## config.mk

```make
export PLATFORM = sky130hd
export DESIGN_NAME = mem_stage
export DESIGN_NICKNAME = d
export VERILOG_FILES = /design/src/rtl/pipeline_pkg.sv /design/src/rtl/mem_load_align.sv /design/src/rtl/mem_stage.sv
export SDC_FILE = /design/constraint.sdc
export NUM_CORES = 1
export LEC_CHECK = 0
export ABC_AREA = 1
export CORE_UTILIZATION = 50
export DETAILED_ROUTE_END_ITERATION = 7
export PLACE_DENSITY = 0.95
export SYNTH_ARGS = -nofsm -noshare
export SYNTH_HDL_FRONTEND = slang
export SYNTH_SLANG_ARGS = --single-unit
```

## constraint.sdc

```tcl
create_clock -name clock -period 7.85 [get_ports clock]
set_input_delay 0.785 -clock clock [delete_from_list [all_inputs] [get_ports clock]]
set_output_delay 0.785 -clock clock [all_outputs]
set_load 0.05 [all_outputs]
```

## src/rtl/pipeline_pkg.sv

```systemverilog
`default_nettype none
// +----------------------------------------------------------------------+
// | pipeline_pkg : shared encodings and types for the MEM pipeline stage  |
// | Rev 1.0                                                               |
// +----------------------------------------------------------------------+
package pipeline_pkg;

  localparam logic [2:0] F3_B  = 3'b000;
  localparam logic [2:0] F3_H  = 3'b001;
  localparam logic [2:0] F3_W  = 3'b010;
  localparam logic [2:0] F3_BU = 3'b100;
  localparam logic [2:0] F3_HU = 3'b101;

  localparam logic [1:0] RES_ALU  = 2'b00;
  localparam logic [1:0] RES_LOAD = 2'b01;
  localparam logic [1:0] RES_PC4  = 2'b10;
  localparam logic [1:0] RES_ALU2 = 2'b11;

  typedef enum logic [0:0] {
    IDLE = 1'b0,
    WAIT = 1'b1
  } mem_state_t;

  typedef enum logic [1:0] {
    SZ_B = 2'b00,
    SZ_H = 2'b01,
    SZ_W = 2'b10
  } acc_size_t;

  // Unsigned encodings only exist for loads; stores fall back to word size.
  function automatic acc_size_t access_size(input logic [2:0] f3, input logic is_load);
    acc_size_t sz;
    case (f3)
      F3_B:    sz = SZ_B;
      F3_H:    sz = SZ_H;
      F3_BU:   sz = is_load ? SZ_B : SZ_W;
      F3_HU:   sz = is_load ? SZ_H : SZ_W;
      default: sz = SZ_W;
    endcase
    return sz;
  endfunction

endpackage
`default_nettype wire

```

## src/rtl/mem_load_align.sv

```systemverilog
`default_nettype none
// +----------------------------------------------------------------------+
// | mem_load_align : extracts and extends a load value from a bus word    |
// | Rev 1.0                                                               |
// +----------------------------------------------------------------------+
import pipeline_pkg::*;

module mem_load_align (
  input  logic [31:0] rdata_i,
  input  logic [1:0]  addr_lo_i,
  input  logic [2:0]  funct3_i,
  output logic [31:0] data_o
);

  logic [7:0]  w_byte;
  logic [15:0] w_half;

  always_comb begin
    w_byte = 8'h00;
    case (addr_lo_i)
      2'd0:    w_byte = rdata_i[7:0];
      2'd1:    w_byte = rdata_i[15:8];
      2'd2:    w_byte = rdata_i[23:16];
      default: w_byte = rdata_i[31:24];
    endcase
    w_half = addr_lo_i[1] ? rdata_i[31:16] : rdata_i[15:0];
  end

  always_comb begin
    data_o = rdata_i;
    case (funct3_i)
      F3_B:    data_o = {{24{w_byte[7]}}, w_byte};
      F3_BU:   data_o = {24'h000000, w_byte};
      F3_H:    data_o = {{16{w_half[15]}}, w_half};
      F3_HU:   data_o = {16'h0000, w_half};
      default: data_o = rdata_i;
    endcase
  end

endmodule
`default_nettype wire

```

## src/rtl/mem_stage.sv

```systemverilog
`default_nettype none
// +----------------------------------------------------------------------+
// | mem_stage : data-bus access, stall generation and MEM/WB register     |
// | Rev 1.0                                                               |
// +----------------------------------------------------------------------+
import pipeline_pkg::*;

module mem_stage #(
  parameter int XLEN = 32
) (
  input  logic            clock,
  input  logic            reset,
  input  logic [XLEN-1:0] alu_result_in,
  input  logic [XLEN-1:0] write_data_in,
  input  logic [XLEN-1:0] pc_plus4_in,
  input  logic [4:0]      rd_in,
  input  logic [2:0]      funct3_in,
  input  logic            reg_write_in,
  input  logic            mem_read_in,
  input  logic            mem_write_in,
  input  logic [1:0]      result_src_in,
  output logic            dbus_req,
  output logic            dbus_we,
  output logic [XLEN-1:0] dbus_addr,
  output logic [XLEN-1:0] dbus_wdata,
  output logic [3:0]      dbus_be,
  input  logic            dbus_ready,
  input  logic [XLEN-1:0] dbus_rdata,
  output logic            stall_out,
  output logic            misalign_out,
  output logic [XLEN-1:0] wb_data_out,
  output logic [4:0]      wb_rd_out,
  output logic            wb_reg_write_out
);

  mem_state_t state_q, state_d;

  logic [XLEN-1:0] req_addr_q;
  logic [XLEN-1:0] req_wdata_q;
  logic [3:0]      req_be_q;
  logic            req_we_q;
  logic [2:0]      req_f3_q;
  logic [4:0]      req_rd_q;
  logic            req_rw_q;
  logic [1:0]      req_rsrc_q;
  logic            misalign_q;

  logic            w_mem_op;
  logic            w_is_load;
  acc_size_t       w_size;
  logic            w_misalign;
  logic            w_issue;
  logic            w_misalign_now;
  logic            w_req;
  logic            w_new_we;
  logic [3:0]      w_new_be;
  logic [XLEN-1:0] w_new_wdata;
  logic            w_in_wait;
  logic [XLEN-1:0] w_cur_addr;
  logic [2:0]      w_cur_f3;
  logic [4:0]      w_cur_rd;
  logic            w_cur_rw;
  logic [1:0]      w_cur_rsrc;
  logic [XLEN-1:0] w_load_data;
  logic [XLEN-1:0] w_wb_sel;

  // Read wins when both control bits are set.
  assign w_mem_op   = mem_read_in | mem_write_in;
  assign w_is_load  = mem_read_in;
  assign w_size     = access_size(funct3_in, w_is_load);
  assign w_misalign = ((w_size == SZ_H) && alu_result_in[0]) ||
                      ((w_size == SZ_W) && (alu_result_in[1:0] != 2'b00));
  assign w_issue        = (state_q == IDLE) && w_mem_op && !w_misalign;
  assign w_misalign_now = (state_q == IDLE) && w_mem_op && w_misalign;
  assign w_new_we       = mem_write_in & ~mem_read_in;

  always_comb begin
    w_new_be    = 4'b1111;
    w_new_wdata = '0;
    if (!w_is_load) begin
      case (w_size)
        SZ_B: begin
          w_new_be    = 4'b0001 << alu_result_in[1:0];
          w_new_wdata = {4{write_data_in[7:0]}};
        end
        SZ_H: begin
          w_new_be    = 4'b0011 << alu_result_in[1:0];
          w_new_wdata = {2{write_data_in[15:0]}};
        end
        default: begin
          w_new_be    = 4'b1111;
          w_new_wdata = write_data_in;
        end
      endcase
    end
  end

  always_ff @(posedge clock or posedge reset) begin
    if (reset) begin
      state_q <= IDLE;
    end else begin
      state_q <= state_d;
    end
  end

  // Once parked in WAIT the bus sees only the captured request.
  always_comb begin
    state_d    = state_q;
    w_req      = 1'b0;
    dbus_we    = w_new_we;
    dbus_addr  = {alu_result_in[XLEN-1:2], 2'b00};
    dbus_wdata = w_new_wdata;
    dbus_be    = w_new_be;
    case (state_q)
      IDLE: begin
        if (w_issue) begin
          w_req = 1'b1;
          if (!dbus_ready) begin
            state_d = WAIT;
          end
        end
      end
      WAIT: begin
        w_req      = 1'b1;
        dbus_we    = req_we_q;
        dbus_addr  = {req_addr_q[XLEN-1:2], 2'b00};
        dbus_wdata = req_wdata_q;
        dbus_be    = req_be_q;
        if (dbus_ready) begin
          state_d = IDLE;
        end
      end
      default: state_d = IDLE;
    endcase
  end

  // Held inputs could still look like a request while reset is high.
  assign dbus_req  = w_req & ~reset;
  assign stall_out = dbus_req & ~dbus_ready;

  always_ff @(posedge clock or posedge reset) begin
    if (reset) begin
      req_addr_q  <= '0;
      req_wdata_q <= '0;
      req_be_q    <= 4'b0000;
      req_we_q    <= 1'b0;
      req_f3_q    <= 3'b000;
      req_rd_q    <= 5'd0;
      req_rw_q    <= 1'b0;
      req_rsrc_q  <= 2'b00;
    end else if (w_issue && !dbus_ready) begin
      req_addr_q  <= alu_result_in;
      req_wdata_q <= w_new_wdata;
      req_be_q    <= w_new_be;
      req_we_q    <= w_new_we;
      req_f3_q    <= funct3_in;
      req_rd_q    <= rd_in;
      req_rw_q    <= reg_write_in;
      req_rsrc_q  <= result_src_in;
    end
  end

  assign w_in_wait  = (state_q == WAIT);
  assign w_cur_addr = w_in_wait ? req_addr_q : alu_result_in;
  assign w_cur_f3   = w_in_wait ? req_f3_q   : funct3_in;
  assign w_cur_rd   = w_in_wait ? req_rd_q   : rd_in;
  assign w_cur_rw   = w_in_wait ? req_rw_q   : reg_write_in;
  assign w_cur_rsrc = w_in_wait ? req_rsrc_q : result_src_in;

  mem_load_align u_load_align (
    .rdata_i   (dbus_rdata),
    .addr_lo_i (w_cur_addr[1:0]),
    .funct3_i  (w_cur_f3),
    .data_o    (w_load_data)
  );

  always_comb begin
    w_wb_sel = w_cur_addr;
    case (w_cur_rsrc)
      RES_LOAD: w_wb_sel = w_load_data;
      RES_PC4:  w_wb_sel = pc_plus4_in;
      default:  w_wb_sel = w_cur_addr;
    endcase
  end

  always_ff @(posedge clock or posedge reset) begin
    if (reset) begin
      wb_data_out      <= '0;
      wb_rd_out        <= 5'd0;
      wb_reg_write_out <= 1'b0;
      misalign_q       <= 1'b0;
    end else begin
      misalign_q <= w_misalign_now;
      if (stall_out) begin
        wb_data_out      <= '0;
        wb_rd_out        <= 5'd0;
        wb_reg_write_out <= 1'b0;
      end else begin
        wb_data_out      <= w_wb_sel;
        wb_rd_out        <= w_cur_rd;
        wb_reg_write_out <= w_cur_rw & (w_cur_rd != 5'd0) & ~w_misalign_now;
      end
    end
  end

  assign misalign_out = misalign_q;

endmodule
`default_nettype wire

```

* Yosys cells after proc, flatten, opt, wreduce, memory -nomap -nowiden *
Index checks and enable logic that the tools add are counted.

word-level totals
  register bits after elaboration = 120
  logic and storage cells = 81
  input port bits = 144

operators by class
  shifts and indexed selects = 2
  bitwise operators = 11
  reduce and logical (&&, ||, !) cells = 15
  equality and inequality tests = 12
  multiplexer cells = 28

operators by type and width
  kind                                                                    number
  32-bit 2-to-1 mux                                                       5
  32-bit case mux with 2 select lines                                     2
  32-bit case mux with 4 select lines                                     1
  8-bit case mux with 3 select lines                                      1
  16-bit 2-to-1 mux                                                       1
  3-bit equality test (second input constant)                             4
  5-bit 2-to-1 mux                                                        2
  4-bit 2-to-1 mux                                                        2
  2-bit case mux with 4 select lines                                      1
  4-bit case mux with 2 select lines                                      1
  2-bit by 1-bit equality test with 1-bit output (second input constant)  3
  2-bit equality test (second input constant)                             3
  3-bit by 1-bit equality test with 1-bit output (second input constant)  2
  1-bit logical AND                                                       6
  3-bit logical NOT                                                       2
  1-bit 2-to-1 mux                                                        6
  2-bit 2-to-1 mux                                                        3
  1-bit AND                                                               5
  1-bit inverter                                                          5
  5-bit nonzero test                                                      1
  2-bit logical NOT                                                       2
  1-bit case mux with 2 select lines                                      2
  1-bit by 2-bit << shifter with 4-bit output (first input constant)      1
  2-bit by 2-bit << shifter with 4-bit output (first input constant)      1
  other kinds (5)                                                         6

* Logic depth before layout (Yosys ltp) *
  depth in word-level cells = 12
  gate-level depth with buffers = 13

* Cells and area by module *
From an unflattened synthesis, not the netlist that was laid out.

unflattened totals
  cells, all modules = 1184
  area total of the unflattened synthesis = 7752.4 um^2

by module, submodules not included
  module          seq. area each (um^2)  area an instance (um^2)  times used  cells an instance
  mem_stage       3002.9                 6856.6                   1           992
  mem_load_align  0.0                    895.9                    1           192

* Worst setup path before layout *
No wires, ideal clock.

  path type = input-to-output
  from = in reset
  to = out stall_out
  data required time = 7.065 ns
  arrival time = 4.087 ns
  stages on the path = 3
  buffers on the path = 0
  setup slack = 2.978 ns
  cells stage by stage = inv_1 > nand2_2 > inv_1

on the way
  word-level cells in the longest chain between the ends = 3

ends and longest elaborated chain
  element          line              text
  start, declared  mem_stage.sv:12   input logic reset,
  1-bit inverter   mem_stage.sv:138  assign dbus_req = w_req & ~reset;
  1-bit AND        mem_stage.sv:138
  1-bit AND        mem_stage.sv:139  assign stall_out = dbus_req & ~dbus_ready;
  end, declared    mem_stage.sv:29   output logic stall_out,

Every way passes these cells.

* Worst setup path after layout *
  from = in mem_read_in
  to = out stall_out

on the way
  word-level cells in the longest chain between the ends = 11
  elaborated cells between the ends (all ways) = 16
  those cells by class = eq/ne (2); mux (5); bitwise (3); reduce/logical (6)

ends and longest elaborated chain
  element                                                                                       line                                    text
  start, declared                                                                               mem_stage.sv:19                         input logic mem_read_in,
  2-bit 2-to-1 mux, on equally long branches                                                    pipeline_pkg.sv:37, pipeline_pkg.sv:36
  2-bit case mux with 4 select lines                                                            pipeline_pkg.sv:33                      case (f3)
  2-bit by 1-bit equality test with 1-bit output / 2-bit equality test (equally long branches)  mem_stage.sv:71, mem_stage.sv:72
  1-bit logical AND, on equally long branches                                                   mem_stage.sv:71, mem_stage.sv:72
  1-bit logical OR                                                                              mem_stage.sv:71                         assign w_misalign = ((w_size == SZ_H) && alu_result_in[0]) ||
  1-bit logical NOT                                                                             mem_stage.sv:73                         assign w_issue = (state_q == IDLE) && w_mem_op && !w_misalign;
  1-bit logical AND *                                                                           mem_stage.sv:73
  1-bit 2-to-1 mux *                                                                            mem_stage.sv:116                        if (w_issue) begin
  1-bit case mux with 2 select lines *                                                          mem_stage.sv:114                        case (state_q)
  1-bit AND *                                                                                   mem_stage.sv:138
  1-bit AND *                                                                                   mem_stage.sv:139

Mark *: on every way between the ends. The rest lies on a longest branch, timed or not.

==> summary.txt <==
Timing
  – Worst-Margin Slew: between 1 and 1.5 ns
  – Count of final hold-check violations: 0
  – Final hold slack: between 0.4 and 0.5 ns
  – Final period utilization: 71.6%
  – Clock Skews: 0.00674 ns
  – Worst setup margin: about 2.2 ns
  – Fin crit period: 5.62 ns
  – Maximum clock rate: approximately 180 MHz
  – Setup TNS: 0 ns
  – Relative slew margins: roughly a quarter
  – Unrepaired setup endpoints after global routing: false
  – Final setup vio count: 0
  – Fin. max-slew vios: 0

Clocking
  – Total CTS buffers: 17
  – H-tree Lvls: 4
  – Worst skew pair latency: approximately 0.42 ns
  – CTS tree: done
  – Postcts setup bufs: 0
  – CTS Buffer Depth: 2
  – Clock Pin Slew Worst Setup and Hold Paths: around 0.05 ns
  – # hold bufs at CTS: 0
  – CTS resizes: 0
  – CTS Sinks: 120
  – Clock root buffer: clkbuf_16

Global routing
  – Total track usage: approximately 34%
  – Largest net degree at the start of global routing: 101
  – GRT met2 Usage: around 54%
  – Initial antenna violation count: 0
  – Met3 Track Usage GR: under 10%
  – Number of global-route vias before repair: 7528
  – Gr ovfl total: 0
  – Most Crowded Layer GR: met2
  – GRT met1 Usage: between 40% and 50%
  – First-pass GRT wire length: roughly 39 mm

Finish
  – Layout area overhead: 42.9%
  – Utilization after layout: 73.8%
  – # diodes: 0
  – Layout cells sized above 1: under 10%
  – Layout Nets: around 1400
  – Post-route cell area: 10300 µm²

Synthesis
  – Post-synth EDFFs: 0
  – Most frequent cell after synthesis: nand2_1
  – Ys flop type: dfrtp_1
  – Avg Cell Area, Syn: around 6.8 µm²
  – Yosys reg bits: 120
  – Netlist Area Pre-Place: 7220 µm²
  – Leading post-synthesis cells by cell area: dfrtp_1 42%, nand2_1 22%, o21ai_0 6.5%, a21oi_1 5.8%, inv_1 4.6%
  – Post-synth top area share: between 40 and 50%
  – YS warnings: 0
  – Asr flop ratio synth: 100%
  – Syn Inst Count: about 1100
  – Area leader, netlist: dfrtp_1
  – Sequential area share after synthesis: between 40% and 50%
  – Yosys cell types: 36
  – Synth top cells by count: 421 x nand2_1, 120 x dfrtp_1, 94 x o21ai_0

Detailed routing
  – Via density: roughly 5.5
  – ANT nets after route: 0
  – Routed via count: approximately 8000
  – Detailed Route WL: about 25 mm
  – First-pass detailed-route iteration total: 6
  – Number of DRC markers in iteration 0: between 900 and 1000
  – Number of remaining DRC errors: 0
  – Wire per inst: 17.1 µm

Placed design
  – Placed Area: between 9000 and 10000 µm²
  – Port buffer count: roughly 250
  – Gpl congestion: between 0.9 and 1
  – Detail Placement HPWL: around 18 mm
  – Post-place setup slack: approximately 2.3 ns

Setup path
  – End of the critical path: stall_out
  – Reg2reg end: wb_data_out[4]
  – R2r startpoint: state_q
  – Crit path launch type: primary input
  – Setup slack, reg-to-reg: 4.25 ns
  – CP required: about 7.1 ns
  – Crit Path Class: in -> out
  – Worst-case reg-to-reg path depth: 8
  – Critical Path Fanout Max: 60
  – Critical path origin: mem_read_in
  – Crit. End Element: primary output
  – Crit path DAT: roughly 4.8 ns

Run
  – Max-cap violations: 0

Die
  – Core area: 14000 µm²
  – Die Area: roughly 15000 µm²
  – DIE WIDTH: approximately 120 µm
  – IO Count: 254
  – Die H: around 120 µm
  – Initial Util: roughly half
  – Num rows: between 40 and 50

Power and ir drop
  – Maximum VDD drop: just under 0.0002 V
  – Leak: ~0.005 µW
  – Pwr Density: between 300 and 400 nW/µm²

Worst hold path
  – Worst hold path type: reg -> reg

Run status
  – Status: finished, final reports clean
registers in the layout (all words and copies together), names as in the netlist:
register and cells:
req_addr_q 32, state_q 1, req_rw_q 1, wb_data_out 32, req_wdata_q 32, req_we_q 1
misalign_out 1, wb_rd_out 5, req_f3_q 3, req_rsrc_q 2, req_rd_q 5, req_be_q 4
wb_reg_write_out 1
layout by cell type, fill, tap and decap left out, drive strengths merged:
master,instances
o21a,3
nor2,64
conb,2
o211ai,1
clkinvlp,1
inv,93
buf,6
or2,2
nand4,2
a31oi,2
o22ai,8
bufinv,5
nand2,438
dfrtp,120
ha,2
clkdlybuf4s50,251
clkinv,2
o21ai,126
a21oi,95
nand3,43
clkbuf,23
nand3b,1
critical path: stages:
cell,delay (ns)
clkdlybuf4s50_1,0.62
inv_2,0.41
nand2_1,0.09
nand2_1,0.14
nor2_2,0.06
nand2_2,0.11
nand4_4,0.66
nand2_2,0.29
nand2_2,0.43
inv_1,0.38
clkdlybuf4s50_1,0.86
stage by stage:
step / std cells / power (µW)
CTS: 1470 / 3190
global placement: 1439 / 2290
global route: 1470 / 3340
floorplan: 1067 / 1830
detailed placement: 1439 / 2320
finish: 1470 / 3200
power breakdown:
group,internal (µW),switching [µW],leakage (µW)
Clock,586,277,0.000313
Combinational,464,1000,0.00317
Sequential,796,74.5,0.00150
layout make-up:
class	count	area (µm²)
Tap cell	180	225
Inverter	93	354
Clock buffer	23	478
Timing Repair Buffer	257	2560
Sequential cell	120	3000
Multi-Input combinational cell	789	3530
Clock inverter	8	168
Fill cell	1064	3670
kinds of logic (layout without fill, tap and decap cells):
family / after synthesis / after routing / synth area share (%)
AO/OA/AOI/OAI: 235 / 235 / 17.6
adder cells (fa/ha/maj): 2 / 2 / 0.346
buffers and inverters: 158 / 381 / 9.56
flip-flops: 120 / 120 / 41.6
other: 1 / 2 / 0.0519
AND/OR/NAND/NOR: 550 / 550 / 30.9
layer usage:
| layer | vias up | wire [µm] |
|---|---|---|
| li1 | 3794 | - |
| met1 | 3699 | 9990 |
| met2 | 475 | 11800 |
| met3 | 70 | 2420 |
| met4 | 0 | 928 |
| met5 | - | 0 |
worst min-delay path by stage:
stage	cells past startpoint	from	endpoint	slack, ns
floorplan	2	req_rd_q[2]	req_rd_q[2]	0.44
global placement	2	req_rd_q[2]	req_rd_q[2]	0.46
detailed placement	2	req_addr_q[3]	req_addr_q[3]	0.47
CTS	2	req_addr_q[3]	req_addr_q[3]	0.48
global route	2	req_addr_q[11]	req_addr_q[11]	0.49
finish	2	req_addr_q[11]	req_addr_q[11]	0.48
(Power assumes the default switching activity.)
